[config.mk]
export PLATFORM = sky130hd
export DESIGN_NAME = hazard_ctrl_flat
export DESIGN_NICKNAME = d
export VERILOG_FILES = /design/src/rtl/hazard_pkg.sv /design/src/rtl/hazard_ctrl_if.sv /design/src/rtl/hazard_scoreboard.sv /design/src/rtl/hazard_ctrl.sv /design/src/flat_wrapper.sv
export SDC_FILE = /design/constraint.sdc
export NUM_CORES = 1
export LEC_CHECK = 0
export BUFFER_PORTS_ARGS = -buffer_cell sky130_fd_sc_hd__buf_2
export CAP_MARGIN = 20
export CORE_MARGIN = 2
export CORE_UTILIZATION = 52
export DETAILED_ROUTE_END_ITERATION = 6
export PLACE_DENSITY = 0.81
export SLEW_MARGIN = 25
export SYNTH_ARGS = -nofsm -noshare
export SYNTH_HDL_FRONTEND = slang
export SYNTH_SLANG_ARGS = --single-unit
[constraint.sdc]
create_clock -name clk_i -period 2.2 [get_ports clk_i]
set_input_delay 0.11 -clock clk_i [delete_from_list [all_inputs] [get_ports clk_i]]
set_output_delay 0.11 -clock clk_i [all_outputs]
set_load 0.02 [all_outputs]
[src/rtl/hazard_pkg.sv]
// -----------------------------------------------------------------------------
// hazard_pkg
// Shared types for the stall/flush controller of the 5-stage in-order pipeline.
//   SB_DEPTH   : scoreboard entries (EX, MEM, WB)
//   SB_RD_W    : stored register-address width; instances must use REG_AW <= SB_RD_W
//   sb_entry_t : one scoreboard entry {valid, destination register}
//   hz_cause_e : winning cause of the output priority mux, also used by the
//                optional perf counters (HAZARD_PERF_EN)
// -----------------------------------------------------------------------------
package hazard_pkg;

    localparam int SB_DEPTH = 3;
    localparam int SB_RD_W  = 5;

    typedef struct packed {
        logic               v;
        logic [SB_RD_W-1:0] rd;
    } sb_entry_t;

    typedef enum logic [1:0] {
        HZ_NONE,
        HZ_RAW,
        HZ_REDIRECT,
        HZ_FREEZE
    } hz_cause_e;

    // Entry matches a source register when it is valid and names that register.
    function automatic logic sb_match(input sb_entry_t e, input logic [SB_RD_W-1:0] r);
        return e.v && (e.rd == r);
    endfunction

endpackage

[src/rtl/hazard_ctrl_if.sv]
// -----------------------------------------------------------------------------
// hazard_ctrl_if
// Decode-stage / redirect / memory back-pressure inputs and pipeline-register
// control outputs of hazard_ctrl.
//   master : pipeline side, drives id_*, ex_redirect_i, mem_busy_i
//   slave  : hazard_ctrl side, drives the stall/clear/freeze controls
// -----------------------------------------------------------------------------
interface hazard_ctrl_if #(
    parameter int REG_AW = 5
);
    logic              id_valid_i;
    logic [REG_AW-1:0] id_rs1_i;
    logic [REG_AW-1:0] id_rs2_i;
    logic              id_use_rs1_i;
    logic              id_use_rs2_i;
    logic [REG_AW-1:0] id_rd_i;
    logic              id_wr_en_i;
    logic              ex_redirect_i;
    logic              mem_busy_i;

    logic              pc_stall_o;
    logic              fd_stall_o;
    logic              fd_clear_o;
    logic              de_stall_o;
    logic              de_clear_o;
    logic              freeze_o;

    modport master (
        output id_valid_i, id_rs1_i, id_rs2_i, id_use_rs1_i, id_use_rs2_i,
               id_rd_i, id_wr_en_i, ex_redirect_i, mem_busy_i,
        input  pc_stall_o, fd_stall_o, fd_clear_o, de_stall_o, de_clear_o, freeze_o
    );

    modport slave (
        input  id_valid_i, id_rs1_i, id_rs2_i, id_use_rs1_i, id_use_rs2_i,
               id_rd_i, id_wr_en_i, ex_redirect_i, mem_busy_i,
        output pc_stall_o, fd_stall_o, fd_clear_o, de_stall_o, de_clear_o, freeze_o
    );

endinterface

[src/rtl/hazard_scoreboard.sv]
// -----------------------------------------------------------------------------
// hazard_scoreboard
// Shift register of destination registers in flight (r_sb[0]=EX, [1]=MEM,
// [2]=WB) plus the hit comparators for both ID source operands.
// Ports:
//   clk_i, rst_ni        : clock, async active-low reset (clears all valids)
//   i_advance            : shift this edge (low while memory is busy)
//   i_push_v, i_push_rd  : entry entering EX
//   i_rs1, i_rs2         : ID source addresses to look up
//   o_hit_rs1, o_hit_rs2 : a checked entry holds that register
// CHECK_WB=1 also checks the WB entry (register file without write-before-read).
// -----------------------------------------------------------------------------
module hazard_scoreboard
    import hazard_pkg::*;
#(
    parameter int REG_AW   = 5,
    parameter int CHECK_WB = 1
) (
    input  logic              clk_i,
    input  logic              rst_ni,
    input  logic              i_advance,
    input  logic              i_push_v,
    input  logic [REG_AW-1:0] i_push_rd,
    input  logic [REG_AW-1:0] i_rs1,
    input  logic [REG_AW-1:0] i_rs2,
    output logic              o_hit_rs1,
    output logic              o_hit_rs2
);

    localparam int N_CHECK = (CHECK_WB != 0) ? SB_DEPTH : SB_DEPTH - 1;

    sb_entry_t          r_sb [SB_DEPTH];
    logic [SB_RD_W-1:0] w_rs1;
    logic [SB_RD_W-1:0] w_rs2;

    assign w_rs1 = SB_RD_W'(i_rs1);
    assign w_rs2 = SB_RD_W'(i_rs2);

    always_ff @(posedge clk_i or negedge rst_ni) begin
        if (!rst_ni) begin
            for (int i = 0; i < SB_DEPTH; i++) begin
                r_sb[i] <= '0;
            end
        end else if (i_advance) begin
            r_sb[0].v  <= i_push_v;
            r_sb[0].rd <= SB_RD_W'(i_push_rd);
            for (int i = 1; i < SB_DEPTH; i++) begin
                r_sb[i] <= r_sb[i-1];
            end
        end
    end

    always_comb begin
        o_hit_rs1 = 1'b0;
        o_hit_rs2 = 1'b0;
        for (int i = 0; i < N_CHECK; i++) begin
            if (sb_match(r_sb[i], w_rs1)) o_hit_rs1 = 1'b1;
            if (sb_match(r_sb[i], w_rs2)) o_hit_rs2 = 1'b1;
        end
    end

endmodule

[src/rtl/hazard_ctrl.sv]
// -----------------------------------------------------------------------------
// hazard_ctrl
// Stall/flush controller for the 5-stage in-order pipeline without forwarding.
// Ports:
//   clk_i, rst_ni : clock, async active-low reset
//   bus (slave)   : ID operand info, EX redirect, memory busy in;
//                   PC / F-D / D-E stall+clear and E-M / M-W freeze out
// Optional (macro HAZARD_PERF_EN):
//   raw_stall_cnt_o, flush_cnt_o, freeze_cnt_o : 32-bit cycle counters of each
//   active priority case, async reset, wrapping.
// Priority: mem busy (freeze) > EX redirect (flush) > RAW (stall + bubble).
// All controls are combinational; while in reset both clears are forced high.
// -----------------------------------------------------------------------------
module hazard_ctrl
    import hazard_pkg::*;
#(
    parameter int REG_AW   = 5,
    parameter int CHECK_WB = 1
) (
    input  logic        clk_i,
    input  logic        rst_ni,
    hazard_ctrl_if.slave bus
`ifdef HAZARD_PERF_EN
    ,
    output logic [31:0] raw_stall_cnt_o,
    output logic [31:0] flush_cnt_o,
    output logic [31:0] freeze_cnt_o
`endif
);

    logic      w_hit_rs1;
    logic      w_hit_rs2;
    logic      w_raw;
    logic      w_push_v;
    logic      w_advance;
    hz_cause_e w_cause;

    // x0 is hardwired zero: never a dependency, never tracked.
    assign w_raw = bus.id_valid_i &
                   ((bus.id_use_rs1_i & (bus.id_rs1_i != '0) & w_hit_rs1) |
                    (bus.id_use_rs2_i & (bus.id_rs2_i != '0) & w_hit_rs2));

    // A stalled or wrong-path instruction does not enter EX, so a bubble is pushed.
    assign w_push_v  = bus.id_valid_i & bus.id_wr_en_i & (bus.id_rd_i != '0) &
                       ~w_raw & ~bus.ex_redirect_i;
    assign w_advance = ~bus.mem_busy_i;

    hazard_scoreboard #(
        .REG_AW   (REG_AW),
        .CHECK_WB (CHECK_WB)
    ) u_sb (
        .clk_i     (clk_i),
        .rst_ni    (rst_ni),
        .i_advance (w_advance),
        .i_push_v  (w_push_v),
        .i_push_rd (bus.id_rd_i),
        .i_rs1     (bus.id_rs1_i),
        .i_rs2     (bus.id_rs2_i),
        .o_hit_rs1 (w_hit_rs1),
        .o_hit_rs2 (w_hit_rs2)
    );

    // A redirect under busy is deliberately dropped: EX is frozen and will
    // present it again once memory is ready.
    always_comb begin
        w_cause = HZ_NONE;
        if (bus.mem_busy_i) begin
            w_cause = HZ_FREEZE;
        end else if (bus.ex_redirect_i) begin
            w_cause = HZ_REDIRECT;
        end else if (w_raw) begin
            w_cause = HZ_RAW;
        end
    end

    always_comb begin
        bus.pc_stall_o = 1'b0;
        bus.fd_stall_o = 1'b0;
        bus.fd_clear_o = 1'b0;
        bus.de_stall_o = 1'b0;
        bus.de_clear_o = 1'b0;
        bus.freeze_o   = 1'b0;
        if (!rst_ni) begin
            bus.fd_clear_o = 1'b1;
            bus.de_clear_o = 1'b1;
        end else begin
            case (w_cause)
                HZ_FREEZE: begin
                    bus.pc_stall_o = 1'b1;
                    bus.fd_stall_o = 1'b1;
                    bus.de_stall_o = 1'b1;
                    bus.freeze_o   = 1'b1;
                end
                HZ_REDIRECT: begin
                    bus.fd_clear_o = 1'b1;
                    bus.de_clear_o = 1'b1;
                end
                HZ_RAW: begin
                    bus.pc_stall_o = 1'b1;
                    bus.fd_stall_o = 1'b1;
                    bus.de_clear_o = 1'b1;
                end
                default: ;
            endcase
        end
    end

`ifdef HAZARD_PERF_EN
    logic [31:0] r_raw_cnt;
    logic [31:0] r_flush_cnt;
    logic [31:0] r_freeze_cnt;

    always_ff @(posedge clk_i or negedge rst_ni) begin
        if (!rst_ni) begin
            r_raw_cnt    <= '0;
            r_flush_cnt  <= '0;
            r_freeze_cnt <= '0;
        end else begin
            case (w_cause)
                HZ_RAW:      r_raw_cnt    <= r_raw_cnt + 32'd1;
                HZ_REDIRECT: r_flush_cnt  <= r_flush_cnt + 32'd1;
                HZ_FREEZE:   r_freeze_cnt <= r_freeze_cnt + 32'd1;
                default: ;
            endcase
        end
    end

    assign raw_stall_cnt_o = r_raw_cnt;
    assign flush_cnt_o     = r_flush_cnt;
    assign freeze_cnt_o    = r_freeze_cnt;
`endif

endmodule

[src/flat_wrapper.sv]
// flat-port wrapper written by rule: the top's interface ports become plain ports
module hazard_ctrl_flat import hazard_pkg::*;
#(
    parameter int REG_AW   = 5,
    parameter int CHECK_WB = 1
)
  (clk_i, rst_ni, bus_id_valid_i, bus_id_rs1_i, bus_id_rs2_i, bus_id_use_rs1_i, bus_id_use_rs2_i, bus_id_rd_i, bus_id_wr_en_i, bus_ex_redirect_i, bus_mem_busy_i, bus_pc_stall_o, bus_fd_stall_o, bus_fd_clear_o, bus_de_stall_o, bus_de_clear_o, bus_freeze_o);
  hazard_ctrl_if #(.REG_AW(REG_AW)) bus_i ();
  input  logic clk_i;
  input  logic rst_ni;
  input wire logic [$bits(bus_i.id_valid_i)-1:0] bus_id_valid_i;
  input wire logic [$bits(bus_i.id_rs1_i)-1:0] bus_id_rs1_i;
  input wire logic [$bits(bus_i.id_rs2_i)-1:0] bus_id_rs2_i;
  input wire logic [$bits(bus_i.id_use_rs1_i)-1:0] bus_id_use_rs1_i;
  input wire logic [$bits(bus_i.id_use_rs2_i)-1:0] bus_id_use_rs2_i;
  input wire logic [$bits(bus_i.id_rd_i)-1:0] bus_id_rd_i;
  input wire logic [$bits(bus_i.id_wr_en_i)-1:0] bus_id_wr_en_i;
  input wire logic [$bits(bus_i.ex_redirect_i)-1:0] bus_ex_redirect_i;
  input wire logic [$bits(bus_i.mem_busy_i)-1:0] bus_mem_busy_i;
  output wire logic [$bits(bus_i.pc_stall_o)-1:0] bus_pc_stall_o;
  output wire logic [$bits(bus_i.fd_stall_o)-1:0] bus_fd_stall_o;
  output wire logic [$bits(bus_i.fd_clear_o)-1:0] bus_fd_clear_o;
  output wire logic [$bits(bus_i.de_stall_o)-1:0] bus_de_stall_o;
  output wire logic [$bits(bus_i.de_clear_o)-1:0] bus_de_clear_o;
  output wire logic [$bits(bus_i.freeze_o)-1:0] bus_freeze_o;
  assign bus_i.id_valid_i = bus_id_valid_i;
  assign bus_i.id_rs1_i = bus_id_rs1_i;
  assign bus_i.id_rs2_i = bus_id_rs2_i;
  assign bus_i.id_use_rs1_i = bus_id_use_rs1_i;
  assign bus_i.id_use_rs2_i = bus_id_use_rs2_i;
  assign bus_i.id_rd_i = bus_id_rd_i;
  assign bus_i.id_wr_en_i = bus_id_wr_en_i;
  assign bus_i.ex_redirect_i = bus_ex_redirect_i;
  assign bus_i.mem_busy_i = bus_mem_busy_i;
  assign bus_pc_stall_o = bus_i.pc_stall_o;
  assign bus_fd_stall_o = bus_i.fd_stall_o;
  assign bus_fd_clear_o = bus_i.fd_clear_o;
  assign bus_de_stall_o = bus_i.de_stall_o;
  assign bus_de_clear_o = bus_i.de_clear_o;
  assign bus_freeze_o = bus_i.freeze_o;
  hazard_ctrl #(.REG_AW(REG_AW), .CHECK_WB(CHECK_WB)) u_core (.clk_i(clk_i), .rst_ni(rst_ni), .bus(bus_i));
endmodule
==> impl_metrics.xml <==
<?xml version="1.0" encoding="UTF-8"?>
<metrics>
  <group name="run_status">
    <metric name="status" unit="">finished, violations left</metric>
    <metric name="violations" unit="">setup timing</metric>
  </group>
  <group name="final_layout">
    <metric name="largest_register_ff_count" unit="">18</metric>
    <metric name="n_fill_cell" unit="">148</metric>
    <metric name="largest_register" unit="">u_core.u_sb.r_sb</metric>
    <metric name="fin_nets" unit="">166</metric>
    <metric name="antenna_cells" unit="">0</metric>
    <metric name="syn_to_final_growth" unit="%">28.7</metric>
    <metric name="final_design_area_no_fill" unit="µm²">1470</metric>
    <metric name="final_layout_size_suffix_gt1_share" unit="%">47.5</metric>
    <metric name="top_regs" unit="">u_core.u_sb.r_sb: 18 flops</metric>
    <metric name="post-route-util" unit="%">72.5</metric>
  </group>
  <group name="flow_run">
    <metric name="max_cap_violations" unit="">0</metric>
  </group>
  <group name="yosys">
    <metric name="cell_with_the_most_instances_after_synthesis" unit="">sky130_fd_sc_hd__xor2_1</metric>
    <metric name="synthTopCellsByCount" unit="">24 x sky130_fd_sc_hd__xor2_1, 18 x sky130_fd_sc_hd__dfrtp_1, 17 x sky130_fd_sc_hd__mux2_2</metric>
    <metric name="yosys_most_used_dff" unit="">sky130_fd_sc_hd__dfrtp_1</metric>
    <metric name="syn_nets" unit="">128</metric>
    <metric name="yosysWarnings" unit="">0</metric>
    <metric name="synth_cells" unit="">104</metric>
    <metric name="synth_largest_type_area_fraction" unit="%">39.6</metric>
    <metric name="number_of_synthesized_flops_with_an_enable_pin" unit="">0</metric>
    <metric name="syn-cell-area" unit="µm²">1140</metric>
    <metric name="synth-async-reset-ratio" unit="%">100</metric>
    <metric name="seq_area_frac_synth" unit="%">39.6</metric>
    <metric name="post_synth.cell_area_avg" unit="µm²">10.9</metric>
    <metric name="synth.lib_cells_used.distinct" unit="">23</metric>
    <metric name="post_synth_main_area_contributors" unit="">sky130_fd_sc_hd__dfrtp_1 40%, sky130_fd_sc_hd__xor2_1 18%, sky130_fd_sc_hd__mux2_2 17%</metric>
    <metric name="yosys.area.top_type" unit="">sky130_fd_sc_hd__dfrtp_1</metric>
    <metric name="synth-seq-cells" unit="">18</metric>
  </group>
  <group name="setup_path">
    <metric name="setup.worst_path.end_class" unit="">output port</metric>
    <metric name="cp_data_required_time" unit="ns">2.09</metric>
    <metric name="crit_type" unit="">flip-flop to output port</metric>
    <metric name="arrival" unit="ns">2.32</metric>
    <metric name="crit_path_max_fanout" unit="">2</metric>
    <metric name="startpoint_type" unit="">flip-flop</metric>
  </group>
  <group name="global_routing">
    <metric name="congestion_overflow_gr" unit="">0</metric>
    <metric name="pin_count_of_the_biggest_net_entering_global_routing" unit="">22</metric>
    <metric name="groute.usage.overall" unit="%">22.1</metric>
    <metric name="grt_first_pass_wirelength" unit="mm">4.20</metric>
    <metric name="antenna_found_initial" unit="">0</metric>
    <metric name="vias_in_the_first_global_route" unit="">940</metric>
  </group>
  <group name="clock_tree">
    <metric name="tritoncts_sink_count" unit="">18</metric>
    <metric name="cts.reportedPaths.clkPinSlew" unit="ns">0.11</metric>
    <metric name="htree_levels" unit="">1</metric>
    <metric name="worst_skew_pair.late_latency" unit="ns">0.29</metric>
    <metric name="clockBufferDepth" unit="">2</metric>
    <metric name="cts_buffers" unit="">3</metric>
    <metric name="cts_tree" unit="">built</metric>
    <metric name="root_buffer" unit="">sky130_fd_sc_hd__clkbuf_4</metric>
  </group>
  <group name="place">
    <metric name="post-dp-hpwl" unit="mm">1.94</metric>
    <metric name="global_placement_routability_congestion" unit="">0.961</metric>
    <metric name="post_dp_cell_area" unit="µm²">1310</metric>
    <metric name="port-buffer-count" unit="">28</metric>
  </group>
  <group name="pwr">
    <metric name="p_per_area" unit="nW/µm²">621</metric>
    <metric name="max-vdd-ir-drop" unit="mV">0.393</metric>
    <metric name="leakagePower" unit="µW">0.000646</metric>
  </group>
  <group name="sta">
    <metric name="final.setup.tns" unit="ns">-0.504</metric>
    <metric name="hold_viol_final" unit="">0</metric>
    <metric name="setup_viol" unit="">3</metric>
    <metric name="fin_worst_hold_slack" unit="ns">0.0582</metric>
    <metric name="setup_repair_after_global_routing_missed_its_margin" unit="">true</metric>
    <metric name="timing_max_transition_violations_final" unit="">0</metric>
    <metric name="fmaxAchievable" unit="MHz">412</metric>
    <metric name="clock_skew" unit="ns">0.00720</metric>
    <metric name="timing_worst_slew_pin_value" unit="ns">0.803</metric>
    <metric name="relSlewSlack" unit="%">46.3</metric>
    <metric name="fin_crit_sh" unit="%">110</metric>
    <metric name="setup_slack" unit="ns">-0.226</metric>
    <metric name="finalCriticalPeriod" unit="ns">2.43</metric>
  </group>
  <group name="drt">
    <metric name="route.vias.total" unit="">920</metric>
    <metric name="drt_first_iter_violations" unit="">5</metric>
    <metric name="final_routed_wire_length_divided_by_cell_count" unit="µm">16.3</metric>
    <metric name="route.antenna.remaining_nets" unit="">0</metric>
    <metric name="detailedRoute.firstPassIterationCount" unit="">4</metric>
    <metric name="routed_wirelength" unit="mm">2.73</metric>
    <metric name="route.detailed.vias_per_inst" unit="">5.48</metric>
    <metric name="drcViolationCount" unit="">0</metric>
  </group>
  <group name="die">
    <metric name="placementRows" unit="">16</metric>
    <metric name="design.core.area" unit="µm²">2020</metric>
    <metric name="die_width" unit="µm">50.8</metric>
    <metric name="ioPinCount" unit="">29</metric>
    <metric name="initial_utilization" unit="%">56.3</metric>
    <metric name="die_h" unit="µm">50.8</metric>
    <metric name="die_area" unit="µm²">2580</metric>
  </group>
  <group name="worst_hold_path">
    <metric name="hp-class" unit="">primary input to flip-flop</metric>
  </group>
</metrics>
## routing by layer
| layer | track usage [%] | routed length [µm] | up-vias |
|---|---|---|---|
| met2 | 39.9 | 1420 | 26 |
| met1 | 26.7 | 1160 | 447 |
| met5 | 0 | 0 | - |
| li1 | - | - | 441 |
| met3 | 3.57 | 97 | 6 |
| met4 | 7.21 | 53 | 0 |
## logic make-up after synthesis
kind of cell	count (synthesis)	share of synthesized area (%)
muxes	17	16.8
and+or+nand+nor	23	12.2
xor gates and xnor gates	30	23.1
DFF	18	39.6
adders and majority gates	1	1.10
buffers and inverters	6	2.64
AOI/OAI and AO/OA	9	4.61
## metrics by stage
step | power [µW] | std cells | worst slack (ns)
5_1_grt | 963 | 168 | -0.356
2_1_floorplan | 579 | 104 | 0.199
3_3_place_gp | 655 | 157 | 0.0356
6_report | 910 | 168 | -0.226
3_5_place_dp | 665 | 157 | 0.0327
4_1_cts | 900 | 167 | -0.168
## layout make-up
type                            count  area [µm²]  area share [%]
Clock buffer                        4        36.3            2.48
Inverter                            2        7.51           0.512
Multi-Input combinational cell     80         699            47.7
Sequential cell                    18         450            30.7
Tap cell                           27        33.8            2.31
Timing Repair Buffer               37         238            16.2
## path summary, 6_finish.rpt
path	start	depth (start not counted)	to	slack [ns]
min in group asynchronous	rst_ni	2	u_core.u_sb.r_sb[17]	0.52
max reg2reg	u_core.u_sb.r_sb[0]	8	u_core.u_sb.r_sb[17]	0.35
max	u_core.u_sb.r_sb[0]	10	bus_de_clear_o	-0.23
min	bus_id_rd_i[3]	2	u_core.u_sb.r_sb[15]	0.06
max in group asynchronous	rst_ni	2	u_core.u_sb.r_sb[3]	1.17
min reg2reg	u_core.u_sb.r_sb[3]	1	u_core.u_sb.r_sb[3]	0.59
## placed cells by master, fill, tap and decap left out, types with 2 or more instances in the layout
cell type / count
sky130_fd_sc_hd__a31oi_2: 2
sky130_fd_sc_hd__buf_2: 23
sky130_fd_sc_hd__buf_4: 9
sky130_fd_sc_hd__buf_6: 4
sky130_fd_sc_hd__clkbuf_4: 3
sky130_fd_sc_hd__dfrtp_1: 18
sky130_fd_sc_hd__inv_1: 2
sky130_fd_sc_hd__mux2_2: 17
sky130_fd_sc_hd__nand2_1: 3
sky130_fd_sc_hd__nand3_1: 6
sky130_fd_sc_hd__nor4_1: 2
sky130_fd_sc_hd__nor4_2: 4
sky130_fd_sc_hd__o21ai_0: 3
sky130_fd_sc_hd__or4_1: 2
sky130_fd_sc_hd__xnor2_1: 6
sky130_fd_sc_hd__xor2_1: 24
## critical path, stage by stage, from the launching register on
cell and delay, ns:
sky130_fd_sc_hd__dfrtp_1 0.41, sky130_fd_sc_hd__buf_6 0.12, sky130_fd_sc_hd__xor2_1 0.15, sky130_fd_sc_hd__nor4_2 0.31, sky130_fd_sc_hd__nand3_1 0.13, sky130_fd_sc_hd__a31oi_2 0.22, sky130_fd_sc_hd__nor2_2 0.08, sky130_fd_sc_hd__o21ai_2 0.11
sky130_fd_sc_hd__ha_1 0.24, sky130_fd_sc_hd__nand2b_4 0.14, sky130_fd_sc_hd__buf_6 0.12
## repair_timing
| item | 4_1_cts | 5_1_grt |
|---|---|---|
| setup endpoints to repair | 3 | 5 |
| hold buffers | 1 | 0 |
| setup buffers | 5 | 1 |
| pin swaps | 3 | 7 |
| gates resized for setup | 7 | 11 |
| endpoints found under the hold margin | 18 | 0 |
| cloned | 0 | 0 |
## power by group
| part | total, µW | internal, µW | switching, µW |
|---|---|---|---|
| combinational | 280 | 150 | 130 |
| clock | 201 | 101 | 101 |
| sequential | 428 | 376 | 52.3 |
No activity file was read; power rests on OpenSTA's default activity.
